File: config.mk
export PLATFORM = sky130hd
export DESIGN_NAME = vga_bounce_box
export DESIGN_NICKNAME = d
export VERILOG_FILES = /design/src/rtl/vga_bounce_box.sv
export SDC_FILE = /design/constraint.sdc
export NUM_CORES = 1
export LEC_CHECK = 0
export ABC_AREA = 1
export CORE_MARGIN = 1.5
export CORE_UTILIZATION = 60
export CTS_BUF_LIST = sky130_fd_sc_hd__clkbuf_8
export CTS_CLUSTER_DIAMETER = 60
export DETAILED_ROUTE_END_ITERATION = 10
export DONT_BUFFER_PORTS = 1
export GPL_ROUTABILITY_DRIVEN = 0
export PLACE_DENSITY = 0.84
export SYNTH_ARGS = -nofsm -noshare
export SYNTH_HDL_FRONTEND = slang
export SYNTH_SLANG_ARGS = --single-unit
File: constraint.sdc
create_clock -name clk -period 6.01 [get_ports clk]
set_input_delay 0.601 -clock clk [delete_from_list [all_inputs] [get_ports clk]]
set_output_delay 0.601 -clock clk [all_outputs]
set_load 0.005 [all_outputs]
File: src/rtl/vga_bounce_box.sv
// Moving-square test pattern for vga_ctrl: a box that steps once per frame and bounces off the active-area edges.
// Optional macro VGA_BOX_COLOR_CYCLE_EN cycles the box colour through a 6-entry palette on every bounce.
module vga_bounce_box #(
    parameter int          H_ACTIVE  = 640,
    parameter int          V_ACTIVE  = 480,
    parameter int          BOX_SIZE  = 32,
    parameter int          STEP      = 2,
    parameter int          INIT_X    = 0,
    parameter int          INIT_Y    = 0,
    parameter logic [11:0] BOX_COLOR = 12'hFFF,
    parameter logic [11:0] BG_COLOR  = 12'h00F,
    parameter int          VS_POL    = 0
) (
    input  logic        clk,
    input  logic        rst,
    input  logic        en,
    input  logic        vs,
    input  logic [9:0]  pix_x,
    input  logic [9:0]  pix_y,
    output logic [11:0] pixel,
    output logic        bounce
);

    localparam logic [10:0] H_A    = 11'(H_ACTIVE);
    localparam logic [10:0] V_A    = 11'(V_ACTIVE);
    localparam logic [10:0] BOX    = 11'(BOX_SIZE);
    localparam logic [10:0] STP    = 11'(STEP);
    localparam logic [9:0]  X0     = 10'(INIT_X);
    localparam logic [9:0]  Y0     = 10'(INIT_Y);
    localparam logic        VS_ACT = (VS_POL != 0);

    localparam bit PARAMS_OK = (BOX_SIZE <= V_ACTIVE) && (STEP >= 1) &&
                               (STEP <= V_ACTIVE - BOX_SIZE) &&
                               (INIT_X + BOX_SIZE <= H_ACTIVE) &&
                               (INIT_Y + BOX_SIZE <= V_ACTIVE);

    logic [9:0]  box_x, box_y;
    logic        dx, dy;
    logic        vs_q;
    logic        move;
    logic [11:0] x_next, y_next;
    logic        active, inbox;
    logic [11:0] box_color;
    logic [10:0] px, py, bx, by;

    // Returns {bounced, new_dir, new_pos}; all arithmetic in 11 bits so nothing wraps.
    function automatic logic [11:0] step_axis(input logic [9:0] pos, input logic dir,
                                              input logic [10:0] limit);
        logic [10:0] p;
        p = {1'b0, pos};
        if (!dir) begin
            if (p + STP + BOX > limit) return {1'b1, 1'b1, 10'(limit - BOX)};
            return {1'b0, 1'b0, 10'(p + STP)};
        end
        if (p < STP) return {1'b1, 1'b0, 10'd0};
        return {1'b0, 1'b1, 10'(p - STP)};
    endfunction

    always_comb begin
        move   = (vs == VS_ACT) && (vs_q != VS_ACT) && en;
        x_next = step_axis(box_x, dx, H_A);
        y_next = step_axis(box_y, dy, V_A);
        px     = {1'b0, pix_x};
        py     = {1'b0, pix_y};
        bx     = {1'b0, box_x};
        by     = {1'b0, box_y};
        active = (px < H_A) && (py < V_A);
        inbox  = (px >= bx) && (px < bx + BOX) && (py >= by) && (py < by + BOX);
    end

`ifdef VGA_BOX_COLOR_CYCLE_EN
    logic [2:0] color_idx;

    always_ff @(posedge clk) begin
        if (rst)
            color_idx <= '0;
        else if (bounce)
            color_idx <= (color_idx == 3'd5) ? 3'd0 : color_idx + 3'd1;
    end

    always_comb begin
        box_color = 12'hF00;
        case (color_idx)
            3'd0:    box_color = 12'hF00;
            3'd1:    box_color = 12'hFF0;
            3'd2:    box_color = 12'h0F0;
            3'd3:    box_color = 12'h0FF;
            3'd4:    box_color = 12'h00F;
            3'd5:    box_color = 12'hF0F;
            default: box_color = 12'hF00;
        endcase
    end
`else
    always_comb box_color = BOX_COLOR;
`endif

    always_ff @(posedge clk) begin
        if (rst) begin
            box_x  <= X0;
            box_y  <= Y0;
            dx     <= 1'b0;
            dy     <= 1'b0;
            vs_q   <= ~VS_ACT;
            bounce <= 1'b0;
            pixel  <= '0;
        end else begin
            vs_q   <= vs;
            bounce <= 1'b0;
            if (move) begin
                box_x  <= x_next[9:0];
                dx     <= x_next[10];
                box_y  <= y_next[9:0];
                dy     <= y_next[10];
                bounce <= x_next[11] | y_next[11];
            end
            pixel <= active ? (inbox ? box_color : BG_COLOR) : '0;
        end
    end

    always_ff @(posedge clk) begin
        assert (PARAMS_OK) else $error("vga_bounce_box: illegal parameter combination");
    end

endmodule

==> results.md, run 1 <==
* Status: completed
* CTS clock-pin slew for the worst setup and hold paths at around 0.09 ns
* Placeable core area at 0.00469 mm2
* Root buf cell: clkbuf_8
* Syn_nets at approximately 520
* Tmin final at ~2.6 ns
* DRC errors left at 0
* Hold buffer count at CTS at 0
* H-tree levels at 1
* Hold depth at 1
* EDFF count, synth at 0
* DPL Wire Length at about 5.6 mm
* Clk Latency, worst-skew pair at around 0.27 ns
* Mapped Cells at about 460
* RSZ-0062 raised after global routing: no
* Via density per instance at 5.66
* Sequential-to-total area share from yosys stat at 16.6%
* Drt wl/cell at roughly 14 um
* Largest cells by area after synthesis: ha_1 (17%), dfxtp_1 (17%), nand2_1 (14%)
* Worst-Margin Slew at around 0.7 ns
* Worst setup EP type: flop
* Post-DRT Antenna Nets at 0
* Post-CTS Setup Inserts at 0
* DRT iter0 DRCs at 180
* Die Width at 72.4 um
* Ant. Diodes at 0
* Lkg Pwr at about 1.3 nW
* Ys flop type: dfxtp_1
* Tot GR Track Use at between 20% and 30%
* P&R area growth vs syn at 0.693%
* Nets at just over 500
* Fin Setup TNS at 0 ns
* Final Util at slightly above 60%
* Worst Path Arrival at between 2 and 3 ns
* Syn Area/Cell at between 6 and 7 um2
* Setup ws final at 3.44 ns
* Port Buf Inserts at 0
* Initial antenna violation count at 0
* CTS Sinks at 24
* 1st-pass router iterations at 4
* R2R Path Start: box_y[5]
* FF-to-FF End: pixel[10]
* Final Hold Fails at 0
* Unique cell type count in the Yosys netlist at 35
* Hold Crit Class: input pin to flop
* Post-synth top area cell: ha_1
* Hold slack at about 0.38 ns
* Fraction of registers with async set/reset at 0%
* Layout cells sized above 1 at 8.16%
* WL final at ~7.0 mm
* Slew headroom at a little over half
* Setup CP Type: flop to flop
* VDD IR-drop max at between 0.09 and 0.1 mV
* Hold path endpoint: box_y[1]
* Worst Setup SP: box_y[5]
* Clock Skew at between 0.0015 and 0.002 ns
* Slew Limit Fails at 0
* Largest net degree at the start of global routing at 27
* TritonCTS Buffers at 3
* Mapped Area at approximately 0.0029 mm2
* Clock buffer depth at 2
* Gr ovfl total at 0
* CP required at about 6.2 ns
* Pwr dens at between 150 and 200 mW/mm2
* Min-Delay Startpoint: rst
* Final Instance Area at 0.00291 mm2
* Final setup fails at 0
* Commonest non-fill, non-tap cell in the layout: nand2_1
* Synthesized flop and latch total at 24
* Post_cts resized at 0
* Placement-stage cell area at between 0.002 and 0.003 mm2
* # rows at 25
* Io pins at 37
* Synth warnings at 0
* Most frequent cells in the layout: nand2_1 (105), nor2_1 (52), inv_1 (41)
* Worst reg2reg path depth at 10
* Die area at approximately 0.0052 mm2
* Post-synth top area share at 16.9%
* Maximum Capacitance Violations at 0
* First-pass GRT wire length at between 10 and 15 mm
* Initial Utilization at roughly three fifths
* Setup slack, reg-to-reg at approximately 3.4 ns
* Worst-path fanout max at 8
* Die Ht at about 72 um
* Total number of vias at roughly 2800
* CP startpoint kind: flop
* Place WS at ~3.5 ns
* Tcrit/Tclk final at 42.7%
* Vias in the first global route at about 2700
* Max Freq at 390 MHz
* CTS tree: yes
-- critical path, cell delays in order (launching register included) --
cell      delay, ns
dfxtp_1        0.55
inv_1          0.23
ha_1           0.33
inv_1          0.04
ha_1           0.28
a21oi_1        0.14
o21a_1         0.15
nor2_1         0.05
a221oi_1       0.30
nand3b_1       0.12
nor2_1         0.26
-- cells by family (layout without fill, tap and decap cells) --
logic type      Yosys count  count (layout)  synth area share (%)
simple gates            218             218                  33.4
flops                    24              24                  16.6
buf+inv                  72              57                  11.0
xor+xnor                 19              19                  5.76
compound gates           84              84                  16.2
fa+ha+maj                39              39                  16.9
-- layout make-up --
type / count / area, um2
Multi-Input combinational cell: 360 / 2090
Fill cell: 447 / 1780
Sequential cell: 24 / 480
Inverter: 53 / 199
Tap cell: 54 / 67.6
Clock buffer: 3 / 41.3
Clock inverter: 1 / 30.0
-- power breakdown --
| group | switching [mW] | internal [mW] |
|---|---|---|
| registers | 0.0170 | 0.167 |
| clock network | 0.0579 | 0.0892 |
| logic | 0.0931 | 0.0577 |
| total | 0.168 | 0.314 |
-- synth_stat cells, types with 2 or more instances --
library cell and count:
a21oi_1 36, a21oi_2 4, buf_2 2, buf_4 12, clkbuf_1 5, dfxtp_1 24, ha_1 39, inv_1 41
inv_2 12, nand2_1 105, nand2_2 5, nand3_1 31, nand3_2 2, nand3b_1 2, nand4_1 7, nor2_1 52
nor2_2 4, nor2_4 2, nor3_1 4, nor3_2 2, o21a_1 4, o21ai_0 27, o21ai_1 3, o22ai_1 3
xnor2_1 4, xor2_1 15
-- how the worst max path moves through the flow --
stage / to / slack [ns] / depth (start not counted)
2_1_floorplan: box_x[1] / 3.91 / 17
3_3_place_gp: pixel[10] / 3.57 / 10
3_5_place_dp: pixel[10] / 3.54 / 11
4_1_cts: box_x[8] / 3.52 / 17
5_1_grt: pixel[10] / 3.27 / 11
6_report: pixel[10] / 3.44 / 10
-- layer usage --
metal  wire, um  GRT usage (%)
met4        253           13.0
met1       3200           33.7
met2       3190           47.5
met5          0              0
met3        322           5.00
-- sequential cells by signal (all words and copies together), names as in the netlist --
name	count
box_x	9
dx	1
vs_q	1
dy	1
bounce	1
pixel	2
box_y	9
-- per-stage QoR --
step                std cells  total power, mW
floorplan                 456            0.307
global placement          491            0.330
detailed placement        491            0.335
CTS                       495            0.480
global route              495            0.513
finish                    495            0.482
(Power assumes the default switching activity.)
==> run 2: changes to the inputs <==
==> constraint.sdc (replaced) <==
create_clock -name clk -period 2.54 [get_ports clk]
set_input_delay 0.254 -clock clk [delete_from_list [all_inputs] [get_ports clk]]
set_output_delay 0.254 -clock clk [all_outputs]
set_load 0.005 [all_outputs]
==> run 2 against run 1 <==
Against the previous run:
- combinational power rose to 2.5 times the previous value
- via count rose by 3.8%
- clock power rose by 140%
- sequential power rose by 130%
- worst hold slack got worse by 0.36 ns
- routed wire length rose by 4.4%
- core utilization rose by 1.9 points
- highest routed layer unchanged
- clock skew rose by 0.0043 ns
- largest cell class unchanged
- global-route usage rose by 1.7 points
- sequential cell count did not move
==> results.md, run 2 (synthesis gave the netlist of run 1 again) <==
* Final setup fails at 0 (unchanged)
* Initial antenna violation count at 0 (unchanged)
* Worst-Margin Slew at 0.700 ns (was 0.694 ns)
* Commonest non-fill, non-tap cell in the layout: nand2_1 (unchanged)
* Crit path buf inv count at 0 (was 2)
* Setup CP Type: flop to flop (unchanged)
* Maximum Capacitance Violations at 0 (unchanged)
* Nets at 515 (was 505)
* Largest registers: box_x x9, box_y x9, pixel x2 (unchanged)
* Placed cell count at 501 (was 491)
* Cell internal pwr at 754 uW (was 314 uW)
* DRT iter0 DRCs at 224 (was 180)
* Switch Pwr at 407 uW (was 168 uW)
* Flop pwr share at 36.9% (was 38.2%)
* Tcrit/Tclk final at 91.5% (was 42.7%)
* Ant. Diodes at 0 (unchanged)
* Combinational Power Share at 32.6% (was 31.3%)
* Initial Utilization at 61.5% (unchanged)
* Vias in the first global route at 2742 (was 2665)
* First-pass GRT wire length at 12.3 mm (was 11.6 mm)
* Layout cells sized above 1 at 11.8% (was 8.16%)
* Port Buf Inserts at 0 (unchanged)
* Total number of vias at 2910 (was 2803)
* Slew Limit Fails at 0 (unchanged)
* RSZ-0062 raised after global routing: no (unchanged)
* Clock Skew at 0.00599 ns (was 0.00166 ns)
* H-tree levels at 1 (unchanged)
* Tot GR Track Use at 29.5% (was 27.8%)
* DRC errors left at 0 (unchanged)
* TritonCTS Buffers at 3 (unchanged)
* Final Hold Fails at 0 (unchanged)
* Clock share of power at 30.4% (was 30.5%)
* Worst-path fanout max at 5 (was 8)
* Top Family by Delay on Critical Path: simple AND/OR/NAND/NOR gates (was adder cells)
* Largest net degree at the start of global routing at 27 (unchanged)
* Max Freq at 430 MHz (was 390 MHz)
* Worst setup EP type: flop (unchanged)
* Most frequent cells in the layout: nand2_1 (105), nor2_1 (52), inv_1 (41) (unchanged)
* Post-CTS Setup Inserts at 0 (unchanged)
* Die area at 0.00524 mm2 (unchanged)
* Hold Crit Class: input pin to flop (unchanged)
* CTS tree: yes (unchanged)
* Root buf cell: clkbuf_8 (unchanged)
* CTS Sinks at 24 (unchanged)
* # rows at 25 (unchanged)
* Die Width at 72.4 um (unchanged)
* Status: completed (unchanged)
* VDD IR-drop max at 0.252 mV (was 0.0904 mV)
* Sw frac at 35.0% (was 34.8%)
* Pwr dens at 387 mW/mm2 (was 166 mW/mm2)
* 1st-pass router iterations at 5 (was 4)
* Clock buffer depth at 2 (unchanged)
* Worst path max stage delay at 0.39 ns (was 0.55 ns)
* CP startpoint kind: flop (unchanged)
* P&R area growth vs syn at 3.81% (was 0.693%)
* WL final at 7.27 mm (was 6.97 mm)
* Via density per instance at 5.76 (was 5.66)
* Die Ht at 72.4 um (unchanged)
* CP Cell Sequence: ha_1, nand3_4, xor2_1, ha_1, nand2_1, nor2_1, nand3_1, nand2_1, nor2_1, nand3_1, nand2_1, nand3_1, a21oi_1 (was inv_1, ha_1, inv_1, ha_1, a21oi_1, o21a_1, nor2_1, a221oi_1, nand3b_1, nor2_1)
* Placeable core area at 0.00469 mm2 (unchanged)
* Gr ovfl total at 0 (unchanged)
* DPL Wire Length at 5.76 mm (was 5.57 mm)
* Lkg Pwr at 1.40 nW (was 1.35 nW)
* CP max-delay cell: dfxtp_2 (was dfxtp_1)
* Tmin final at 2.32 ns (was 2.57 ns)
* Clk Latency, worst-skew pair at 0.28 ns (was 0.27 ns)
* Non-Filler Instances at 505 (was 495)
* CTS clock-pin slew for the worst setup and hold paths at 0.10 ns (was 0.09 ns)
* Post-DRT Antenna Nets at 0 (unchanged)
* Worst Path Arrival at 2.52 ns (was 2.73 ns)
* Drt wl/cell at 14.4 um (was 14.1 um)
* CP required at 2.74 ns (was 6.18 ns)
* Slew headroom at 53.3% (was 53.7%)
* Fin Setup TNS at 0 ns (unchanged)
* Hold buffer count at CTS at 0 (unchanged)
* Post_cts resized at 0 (unchanged)
* Io pins at 37 (unchanged)
run 2: cell types whose count changed in the layout (fill, tap and decap cells not counted):
cell     change
nor2_2       -1
ha_2         +1
dfxtp_1      -6
ha_1         -1
nor2_4       +1
buf_4       +10
dfxtp_2      +6
run 2: path summary, 6_finish.rpt:
check,startpoint,end,slack [ns],cells after the start
worst max-delay path,box_y[1],box_y[6],0.22,13
worst min-delay path,rst,box_y[1],0.02,1
worst max register to register,box_y[1],box_y[6],0.22,13
worst min register to register,dx,dx,0.51,2
run 2: power groups by stage:
stage / clock network (mW) / registers [mW] / logic (mW)
floorplan: 0 / 0.425 / 0.301
finish: 0.353 / 0.429 / 0.379
detailed placement: 0 / 0.435 / 0.369
CTS: 0.353 / 0.427 / 0.374
global placement: 0 / 0.434 / 0.357
global route: 0.372 / 0.432 / 0.432
run 2: metal layers:
layer / wire length, um / track usage [%]
met1: 3200 / 37.4
met2: 3410 / 50.5
met3: 442 / 4.03
met4: 216 / 11.5
met5: 0 / 0
run 2: cell type report:
class / count / area [um2]
clock buffers: 3 / 41.3
clock inverters: 1 / 30.0
fillers: 431 / 1690
inverters: 53 / 199
multi-input cells: 360 / 2100
flip-flops and latches: 24 / 488
well taps: 54 / 67.6
repair buffers: 10 / 75.1
run 2: stage by stage:
| step | instance area (um2) | power [mW] | hold WS (ns) | util, % | setup slack, ns |
|---|---|---|---|---|---|
| after floorplan | 2890 | 0.726 | 0.351 | - | 0.442 |
| after global placement | 2910 | 0.791 | 0.320 | 62.1 | 0.215 |
| after detailed placement | 2910 | 0.805 | 0.322 | 62.1 | 0.169 |
| after CTS | 2980 | 1.15 | 0.0277 | 63.6 | 0.147 |
| after global routing | 3000 | 1.24 | 0.00790 | 63.9 | 0.0169 |
| final | 3000 | 1.16 | 0.0250 | 63.9 | 0.215 |
